===== src/rtl/exibe_sequencia_if.sv =====
// Bus between the sequence display unit, the sequence memory and the LEDs.
// Optional pause input present only when EXIBE_PAUSA_EN is defined.
interface exibe_sequencia_if #(
    parameter int ADDR_W = 4,
    parameter int DATA_W = 4
);
    logic              iniciar;
    logic [ADDR_W-1:0] limite;
    logic [DATA_W-1:0] dado;
    logic [ADDR_W-1:0] endereco;
    logic [DATA_W-1:0] leds;
    logic              ocupado;
    logic              pronto;
    logic [3:0]        db_estado;
`ifdef EXIBE_PAUSA_EN
    logic              pausa;

    modport master (
        input  iniciar, limite, dado, pausa,
        output endereco, leds, ocupado, pronto, db_estado
    );

    modport slave (
        output iniciar, limite, dado, pausa,
        input  endereco, leds, ocupado, pronto, db_estado
    );
`else
    modport master (
        input  iniciar, limite, dado,
        output endereco, leds, ocupado, pronto, db_estado
    );

    modport slave (
        output iniciar, limite, dado,
        input  endereco, leds, ocupado, pronto, db_estado
    );
`endif
endinterface


===== src/rtl/exibe_sequencia.sv =====
// Memory-game sequence display: walks addresses 0..limite, lighting each
// stored value for T_ACESO cycles followed by T_APAGADO dark cycles.
// Optional feature: define EXIBE_PAUSA_EN to add the pausa input, which
// freezes the timer and state while lit or dark.
module exibe_sequencia #(
    parameter int T_ACESO   = 1000,
    parameter int T_APAGADO = 500,
    parameter int ADDR_W    = 4,
    parameter int DATA_W    = 4
) (
    input  logic                    clock,
    input  logic                    reset,
    exibe_sequencia_if.master       bus
);
    localparam int T_MAX = (T_ACESO > T_APAGADO) ? T_ACESO : T_APAGADO;
    localparam int TW    = $clog2(T_MAX + 1);

    typedef enum logic [3:0] {
        OCIOSO  = 4'd0,
        PREPARA = 4'd1,
        ACENDE  = 4'd2,
        APAGA   = 4'd3,
        PROXIMO = 4'd4,
        FIM     = 4'd5
    } estado_t;

    estado_t           state_q, state_d;
    logic [TW-1:0]     timer_q;
    logic [ADDR_W-1:0] endereco_q;
    logic [ADDR_W-1:0] limite_q;
    logic [DATA_W-1:0] dados_q;
    logic              pausa;
    logic              fim_aceso;
    logic              fim_apagado;

`ifdef EXIBE_PAUSA_EN
    assign pausa = bus.pausa;
`else
    assign pausa = 1'b0;
`endif

    assign fim_aceso   = (timer_q == TW'(T_ACESO - 1));
    assign fim_apagado = (timer_q == TW'(T_APAGADO - 1));

    // State register, asynchronous reset to ocioso.
    always_ff @(posedge clock or posedge reset) begin
        if (reset) state_q <= OCIOSO;
        else       state_q <= state_d;
    end

    // Next-state logic and Moore outputs.
    always_comb begin
        state_d       = OCIOSO;
        bus.leds      = '0;
        bus.ocupado   = 1'b1;
        bus.pronto    = 1'b0;
        bus.db_estado = 4'hF;
        case (state_q)
            OCIOSO: begin
                bus.ocupado   = 1'b0;
                bus.db_estado = 4'd0;
                state_d       = bus.iniciar ? PREPARA : OCIOSO;
            end
            PREPARA: begin
                bus.db_estado = 4'd1;
                state_d       = ACENDE;
            end
            ACENDE: begin
                bus.db_estado = 4'd2;
                bus.leds      = dados_q;
                state_d       = (!pausa && fim_aceso) ? APAGA : ACENDE;
            end
            APAGA: begin
                bus.db_estado = 4'd3;
                if (!pausa && fim_apagado)
                    state_d = (endereco_q == limite_q) ? FIM : PROXIMO;
                else
                    state_d = APAGA;
            end
            PROXIMO: begin
                bus.db_estado = 4'd4;
                state_d       = ACENDE;
            end
            FIM: begin
                bus.db_estado = 4'd5;
                bus.pronto    = 1'b1;
                state_d       = OCIOSO;
            end
            default: begin
                bus.db_estado = 4'hF;
                state_d       = OCIOSO;
            end
        endcase
    end

    // Address, latches and timer. The address moves on the edge that enters
    // prepara/proximo so the async memory read is settled one cycle later,
    // when the value is captured on the edge into acende.
    always_ff @(posedge clock or posedge reset) begin
        if (reset) begin
            endereco_q <= '0;
            limite_q   <= '0;
            dados_q    <= '0;
            timer_q    <= '0;
        end else begin
            if (state_d == PREPARA && state_q != PREPARA)
                endereco_q <= '0;
            else if (state_d == PROXIMO && state_q != PROXIMO)
                endereco_q <= endereco_q + ADDR_W'(1);

            if (state_q == PREPARA) begin
                limite_q <= bus.limite;
                dados_q  <= bus.dado;
            end else if (state_q == PROXIMO) begin
                dados_q  <= bus.dado;
            end

            case (state_q)
                ACENDE: begin
                    if (!pausa) begin
                        if (fim_aceso)                 timer_q <= '0;
                        else if (timer_q != TW'(T_MAX)) timer_q <= timer_q + TW'(1);
                    end
                end
                APAGA: begin
                    if (!pausa) begin
                        if (fim_apagado)               timer_q <= '0;
                        else if (timer_q != TW'(T_MAX)) timer_q <= timer_q + TW'(1);
                    end
                end
                default: timer_q <= '0;
            endcase
        end
    end

    assign bus.endereco = endereco_q;

endmodule


===== src/flat_wrapper.sv =====
// flat-port wrapper written by rule: the top's interface ports become plain ports
module exibe_sequencia_flat 
#(
    parameter int T_ACESO   = 1000,
    parameter int T_APAGADO = 500,
    parameter int ADDR_W    = 4,
    parameter int DATA_W    = 4
)
  (clock, reset, bus_iniciar, bus_limite, bus_dado, bus_endereco, bus_leds, bus_ocupado, bus_pronto, bus_db_estado);
  exibe_sequencia_if #(.ADDR_W(ADDR_W), .DATA_W(DATA_W)) bus_i ();
  input  logic clock;
  input  logic reset;
  input wire logic [$bits(bus_i.iniciar)-1:0] bus_iniciar;
  input wire logic [$bits(bus_i.limite)-1:0] bus_limite;
  input wire logic [$bits(bus_i.dado)-1:0] bus_dado;
  output wire logic [$bits(bus_i.endereco)-1:0] bus_endereco;
  output wire logic [$bits(bus_i.leds)-1:0] bus_leds;
  output wire logic [$bits(bus_i.ocupado)-1:0] bus_ocupado;
  output wire logic [$bits(bus_i.pronto)-1:0] bus_pronto;
  output wire logic [$bits(bus_i.db_estado)-1:0] bus_db_estado;
  assign bus_i.iniciar = bus_iniciar;
  assign bus_i.limite = bus_limite;
  assign bus_i.dado = bus_dado;
  assign bus_endereco = bus_i.endereco;
  assign bus_leds = bus_i.leds;
  assign bus_ocupado = bus_i.ocupado;
  assign bus_pronto = bus_i.pronto;
  assign bus_db_estado = bus_i.db_estado;
  exibe_sequencia #(.T_ACESO(T_ACESO), .T_APAGADO(T_APAGADO), .ADDR_W(ADDR_W), .DATA_W(DATA_W)) u_core (.clock(clock), .reset(reset), .bus(bus_i));
endmodule

===== config.mk =====
export PLATFORM = sky130hd
export DESIGN_NAME = exibe_sequencia_flat
export DESIGN_NICKNAME = d
export VERILOG_FILES = /design/src/rtl/exibe_sequencia_if.sv /design/src/rtl/exibe_sequencia.sv /design/src/flat_wrapper.sv
export SDC_FILE = /design/constraint.sdc
export NUM_CORES = 1
export LEC_CHECK = 0
export BUFFER_PORTS_ARGS = -buffer_cell sky130_fd_sc_hd__buf_2
export CORE_ASPECT_RATIO = 0.75
export CORE_UTILIZATION = 42
export CTS_CLUSTER_DIAMETER = 150
export DETAILED_ROUTE_END_ITERATION = 12
export PLACE_DENSITY_LB_ADDON = 0.1
export SKIP_LAST_GASP = 1
export SLEW_MARGIN = 25
export SYNTH_ARGS = -nofsm -noshare
export SYNTH_HDL_FRONTEND = slang
export SYNTH_SLANG_ARGS = --single-unit

===== constraint.sdc =====
create_clock -name clock -period 2.8 [get_ports clock]
set_input_delay 0.56 -clock clock [delete_from_list [all_inputs] [get_ports clock]]
set_output_delay 0.56 -clock clock [all_outputs]
set_load 0.01 [all_outputs]

---- Word level (Yosys, flattened, before mapping) ----
Cells that the tools add are included.
storage, ports and cells
  bits in registers ....................... 26
  bits of input ports ..................... 11
  output and inout bits ................... 14
  word-level logic and storage cells ...... 43
cells by class
  $add $sub $neg .......................... 2
  eq/ne operators ......................... 13
  mux-type cells .......................... 17
  reduce and logical (&&, ||, !) cells .... 6
operators with widths
  kind                                                                     count
  10-bit 2-to-1 mux                                                        3
  4-bit 2-to-1 mux                                                         6
  4-bit one-hot mux with 6 select lines                                    1
  10-bit one-hot mux with 2 select lines                                   1
  4-bit one-hot mux with 4 select lines                                    1
  4-bit by 3-bit equality test with 1-bit output, second input constant    3
  10-bit by 1-bit adder with 10-bit output, second input constant          1
  10-bit equality test, second input constant                              1
  10-bit by 9-bit equality test with 1-bit output, second input constant   1
  10-bit inequality test, second input constant                            1
  4-bit by 1-bit equality test with 1-bit output, second input constant    2
  4-bit by 2-bit equality test with 1-bit output, second input constant    2
  1-bit 2-to-1 mux                                                         5
  4-bit by 1-bit adder with 4-bit output, second input constant            1
  4-bit equality test                                                      1
  4-bit logical NOT                                                        1
  4-bit by 1-bit inequality test with 1-bit output, second input constant  1
  4-bit by 3-bit inequality test with 1-bit output, second input constant  1
  2-bit nonzero test                                                       2
  1-bit logical AND                                                        2
  2-bit OR reduction                                                       1

---- Depth between registers and ports, before layout ----
Gate-level depths: netlist of run 1.
  depth after elaboration ................. 8
  mapped depth ............................ 6
  mapped depth without buffers ............ 6

---- Worst setup path after synthesis of run 1 ----
Ideal clock, no wire load.
  path kind ............................... flip-flop to flip-flop
  start ................................... register u_core.timer_q[1]
  end ..................................... register u_core.endereco_q[3], in the netlist u_core.bus.endereco[3]
  setup time .............................. 128 ps
  arrival time ............................ 2,224 ps
  data required time ...................... 2,672 ps
  slack ................................... 448 ps
  cell stages (with the launch flop) ...... 7
  clock period less this slack ............ 2,352 ps
  cells stage by stage .................... dfrtp_1 > ha_1 > or4b_1 > or4_4 > buf_6 > nor4_4 > mux2_1
between the ends
  cells in the longest elaborated chain, start to end .. 6
RTL lines
  what                                                                                                                     RTL line                                        source
  start, declared                                                                                                          exibe_sequencia.sv:28                           logic [TW-1:0] timer_q;
  start signal, assigned                                                                                                   exibe_sequencia.sv:122                          else if (timer_q != TW'(T_MAX)) timer_q <= timer_q + TW'(1);
  start signal, assigned                                                                                                   exibe_sequencia.sv:128                          else if (timer_q != TW'(T_MAX)) timer_q <= timer_q + TW'(1);
  10-bit by 9-bit equality test with 1-bit output / 10-bit equality test (equally long branches)                           exibe_sequencia.sv:43, exibe_sequencia.sv:42
  4-bit 2-to-1 mux / 1-bit 2-to-1 mux (equally long branches)                                                              exibe_sequencia.sv:75, exibe_sequencia.sv:71
  4-bit one-hot mux with 4 select lines (*)                                                                                exibe_sequencia.sv:58                           case (state_q)
  4-bit by 1-bit equality test with 1-bit output / 4-bit by 3-bit equality test with 1-bit output (equally long branches)  exibe_sequencia.sv:106, exibe_sequencia.sv:108
  1-bit logical AND, on equally long branches                                                                              exibe_sequencia.sv:106, exibe_sequencia.sv:108
  4-bit 2-to-1 mux / 2-bit nonzero test (equally long branches)                                                            n/a
  end signal, assigned                                                                                                     exibe_sequencia.sv:109                          endereco_q <= endereco_q + ADDR_W'(1);
  end, declared                                                                                                            exibe_sequencia.sv:29                           logic [ADDR_W-1:0] endereco_q;
Mark *: on every way between the ends. The rest lies on a longest branch, timed or not.
A chain may end at the register's enable or synchronous reset.

---- Worst setup path in the final report of run 1 ----
Ends and elaborated chain as after synthesis.

==> results of run 1 <==
[layout make-up]
cell class / count / area (µm²)
flip-flops and latches: 25 / 626
inverters: 9 / 33.8
well taps: 38 / 47.5
clock buffers: 4 / 45.0
multi-input cells: 91 / 636
repair buffers: 25 / 148
fillers: 282 / 1420
[registers in the layout, indices dropped and copies added, names as in the netlist]
name                 cells
u_core.bus.endereco      4
u_core.state_q           3
u_core.limite_q          4
u_core.dados_q           4
u_core.timer_q          10
[metrics by stage]
stage / hold WS [ns] / area [µm²]
floorplan: 0.472 / 1320
global placement: 0.482 / 1460
detailed placement: 0.500 / 1460
CTS: 0.517 / 1510
global route: 0.197 / 1540
finish: 0.197 / 1540
[cell families (layout without fill, tap and decap cells)]
logic type      after synthesis  in the layout  share of synthesized area
simple gates                 54             54                      0.227
flops                        25             25                      0.473
xor+xnor                     14             14                     0.0928
buf+inv                      14             38                     0.0454
compound gates               10             10                     0.0483
mux                          10             10                     0.0843
fa+ha+maj                     3              3                     0.0284
[routing by layer]
metal  vias to the layer above  track usage  share of wire
met4                         0       0.0674          0.011
met5                         -            0              0
li1                        492            -              -
met2                        27        0.285           0.45
met1                       480        0.248           0.50
met3                         4       0.0477          0.039
[worst reg2reg max path: stages, from the launching register on]
cell and delay [ns]:
dfrtp_1 0.40, ha_1 0.24, or4b_1 0.46, or4_4 0.58, nor4_4 0.30, mux2_1 0.34
[placed cells by master, fill, tap and decap left out, types with 2 or more instances in the layout]
master,instances
a21oi_1,4
and3_1,6
buf_2,24
clkbuf_8,3
dfrtp_1,25
ha_1,3
inv_1,8
mux2_2,8
nand2_1,5
nand3_1,4
nor2_1,17
nor2b_1,2
nor3_1,4
nor4_1,3
o21ai_0,2
or3_1,3
or4_1,2
xnor2_1,8
xor2_1,6
[path summary, 6_finish.rpt]
path	from	to	cells past startpoint
worst min-delay path	reset	u_core.dados_q[3]$_DFFE_PP0P_	2
max in group asynchronous	reset	u_core.timer_q[7]$_DFF_PP0_	3
worst max register to register	u_core.timer_q[1]$_DFF_PP0_	u_core.bus.endereco[3]$_DFFE_PP0P_	5
worst max-delay path	u_core.timer_q[1]$_DFF_PP0_	u_core.bus.endereco[3]$_DFFE_PP0P_	5
min in group clock	u_core.dados_q[0]$_DFFE_PP0P_	u_core.dados_q[0]$_DFFE_PP0P_	1
worst min register to register	u_core.dados_q[0]$_DFFE_PP0P_	u_core.dados_q[0]$_DFFE_PP0P_	1
[power breakdown]
group	leakage (nW)	switching [mW]	internal, mW
Clock	0.0228	0.111	0.102
Sequential	0.317	0.115	0.474
Combinational	0.379	0.222	0.219
Total	0.718	0.448	0.795
==> results.txt, run 1 <==
Critical path type: register to register
Die Ht: 50.6 µm
Detailed-route DRC error count: 0
Ports: 25
Synth area leader: dfrtp_1
Max-slew violations: 0
CP Launch Type: register
Final TNS setup: 0 ns
Dpl cells: 187
Final Cycle Share: 0.864
Top FF cell, synth: dfrtp_1
First-pass GRT wire length: 4600 µm
Vias: 1003
R2R Setup Slk: 0.38 ns
# resized after CTS: 0
Worst-Skew Late Latency: 0.27 ns
DP HPWL: 1970 µm
Final setup fails: 0
Critical path's top delay family: simple AND/OR/NAND/NOR gates
Hold Crit Class: input pin to asynchronous set/reset pin
Clk_skew: 0.00238 ns
Max-slew headroom: 0.441
Area Overhead vs Synth: 16.2%
Cell area after synthesis: 1320 µm²
WP data arrival: 2.58 ns
CTS H-tree lvls: 1
CP max stage delay: 0.58 ns
Maxcap violations: 0
Avg Inst Size Synth: 10.2 µm²
Post-synth EDFFs: 0
TritonCTS Sinks: 25
GP Congestion: 0.795
Post-CTS Hold Buffers: 0
Reg clk slew, reported paths: 0.09 ns
Die width: 66.8 µm
Fmax: 0.413 GHz
Core Area: 2960 µm²
Total GRT Usage: 0.185
Port Buf Inserts: 24
Num CTS Buffers: 3
Critical-path top delay cell: or4_4
Fin cells: 192
Layout Utilization: 0.519
Commonest cells in the synthesized netlist: dfrtp_1 (25), nor2_1 (17), inv_1 (9)
Worst Path Required: 2.96 ns
Worst-margin pin slew: 0.828 ns
VDD IR max: 0.000549 V
Endpoint class of the critical path: register
Avg WL per Cell: 13.8 µm
Cell row count: 17
Vias per cell: 5.22
Outcome: finished, final reports clean
Clock tree buffer depth: 2
Grt total ovfl: 0
Top cells by area, synth: dfrtp_1 (47%), mux2_2 (6.8%), xnor2_1 (5.3%)
Layout cell share with drive strength beyond 1: 0.260
CP max FO: 11
Routed Wire Length: 2650 µm
Post-route setup slack: 0.380 ns
Syn_nets: 144
Cell variety after synth: 33
Nets@finish: 169
Number of global-route vias before repair: 1027
Initial Utilization: 0.447
Initial antenna violation count: 0
Root Buffer: clkbuf_8
Ant diodes: 0
1st-iter DRT viols: 41
Syn Inst Count: 130
Final hold vios: 0
Largest net degree at the start of global routing: 26
Async SR Flop Fraction: 1.00
Drt pass-1 iters: 4
Total power: 1.24 mW
Critical Path, Cell by Cell: ha_1 -> or4b_1 -> or4_4 -> nor4_4 -> mux2_1
Post-synthesis sequential area ratio: 0.473
Area share of the largest cell type after synthesis: 0.473
Bufs and invs on worst path: 0
Post-CTS Setup Bufs: 0
Seq cells post-synth: 25
Die area: 3380 µm²
Lkg Pwr: 0.718 nW
Final ANT Viol Nets: 0
CTS tree: yes
Pwr Density: 810 nW/µm²
RSZ-0062 raised after global routing: no
Pre-CTS WS: 0.409 ns
Fin crit period: 2.42 ns
Ys Warns: 0
Most frequent cell after synthesis: dfrtp_1
(Power assumes the default switching activity.)
==> inputs of run 2 (changes only) <==
CTS_BUF_LIST = sky130_fd_sc_hd__clkbuf_4 sky130_fd_sc_hd__clkbuf_8   (was default)
==> run 2 against run 1 <==
Against the previous run: clock power up 5%; cell count is the same; sequential share of layout area is 0.10 points lower; critical path depth stayed put; first-iteration DRC count shrank 2.4%; routed wire length about the same; non-clock buffer count is the same.
==> results.txt, run 2 (synthesis results as in run 1) <==
Number of global-route vias before repair: 1027
Maxcap violations: 0
Largest Register: u_core.timer_q
Final setup fails: 0
Total power: 1.25 mW
Nets@finish: 169
Max-slew headroom: 0.441
Met1 track demand over resource: 0.248
Final Cycle Share: 0.864
Most frequent cells in the layout: dfrtp_1 (25), buf_2 (24), nor2_1 (17)
Final hold vios: 0
Routed Wire Length: 2650 µm
Fin crit period: 2.42 ns
Worst Path Required: 2.96 ns
DP HPWL: 1970 µm
Clock tree buffer depth: 2
Post-CTS Setup Bufs: 0
Layout cell share with drive strength beyond 1: 0.266
Final TNS setup: 0 ns
Worst-Skew Late Latency: 0.27 ns
Initial Utilization: 0.447
Outcome: finished, final reports clean
Detailed-route DRC error count: 0
Met2 usage: 0.285
Die area: 3380 µm²
Worst-margin pin slew: 0.828 ns
CP max FO: 11
Num CTS Buffers: 3
Grt total ovfl: 0
Most common cell after layout, fill and taps aside: dfrtp_1
1st-iter DRT viols: 40
Dpl cells: 187
Vias per cell: 5.22
Area Overhead vs Synth: 16.5%
Die width: 66.8 µm
Total GRT Usage: 0.185
Fmax: 0.413 GHz
VDD IR max: 0.000549 V
RSZ-0062 raised after global routing: no
CP Launch Type: register
Ports: 25
Final hold slack: 0.197 ns
Fin cells: 192
GR Layer Usage met3: 0.0477
Die Ht: 50.6 µm
TritonCTS Sinks: 25
Gr busiest metal: met2
Final ANT Viol Nets: 0
Cell row count: 17
Avg WL per Cell: 13.8 µm
Reg clk slew, reported paths: 0.09 ns
CTS tree: yes
Drt pass-1 iters: 4
Post-CTS Hold Buffers: 0
Endpoint class of the critical path: register
Max reg flops: 10
Hold Crit Class: input pin to asynchronous set/reset pin
Vias: 1003
Lkg Pwr: 0.721 nW
Critical path type: register to register
Largest net degree at the start of global routing: 26
CTS H-tree lvls: 1
WP data arrival: 2.58 ns
Pwr Density: 814 nW/µm²
Root Buffer: clkbuf_8
Clk_skew: 0.00251 ns
Core Area: 2960 µm²
GP Congestion: 0.795
Ant diodes: 0
First-pass GRT wire length: 4600 µm
Port Buf Inserts: 24
Reg2Reg Depth: 5
# resized after CTS: 0
Initial antenna violation count: 0
Max-slew violations: 0
[run 2: cell types whose count changed in the layout (fill, tap and decap cells not counted)]
cell,previous run,this run
clkbuf_4,0,1
clkbuf_1,1,0
[run 2: stage by stage]
step	setup slack [ns]	util	cell area, µm²
2_1_floorplan	0.448	-	1320
3_3_place_gp	0.450	0.495	1460
3_5_place_dp	0.409	0.495	1460
4_1_cts	0.384	0.511	1510
5_1_grt	0.282	0.521	1540
6_report	0.380	0.521	1540
[run 2: area by class of cell]
type / instances / area, µm²
Sequential cell: 25 / 626
Timing Repair Buffer: 25 / 148
Tap cell: 38 / 47.5
Fill cell: 283 / 1420
Clock buffer: 4 / 48.8
Inverter: 9 / 33.8
Multi-Input combinational cell: 91 / 636
[run 2: worst paths after layout]
kind	slack [ns]	end	startpoint
max	0.38	u_core.bus.endereco[3]$_DFFE_PP0P_	u_core.timer_q[1]$_DFF_PP0_
min	0.20	u_core.dados_q[3]$_DFFE_PP0P_	reset
max reg2reg	0.38	u_core.bus.endereco[3]$_DFFE_PP0P_	u_core.timer_q[1]$_DFF_PP0_
min reg2reg	0.51	u_core.dados_q[0]$_DFFE_PP0P_	u_core.dados_q[0]$_DFFE_PP0P_
max in group asynchronous	2.24	u_core.timer_q[7]$_DFF_PP0_	reset
min in group clock	0.51	u_core.dados_q[0]$_DFFE_PP0P_	u_core.dados_q[0]$_DFFE_PP0P_
[run 2: metal layers]
layer  up-vias  part of all wire
met5         -                 0
met4         0             0.011
met3         4             0.039
met2        27              0.45
met1       480              0.50
li1        492                 -
[run 2: where the power goes]
group          switching (mW)  internal [mW]
sequential              0.115          0.474
clock                   0.111          0.111
combinational           0.222          0.219
[run 2: worst max-delay path, stage by stage (launching register included)]
cell	delay (ns)
dfrtp_1	0.40
ha_1	0.24
or4b_1	0.46
or4_4	0.58
nor4_4	0.30
mux2_1	0.34
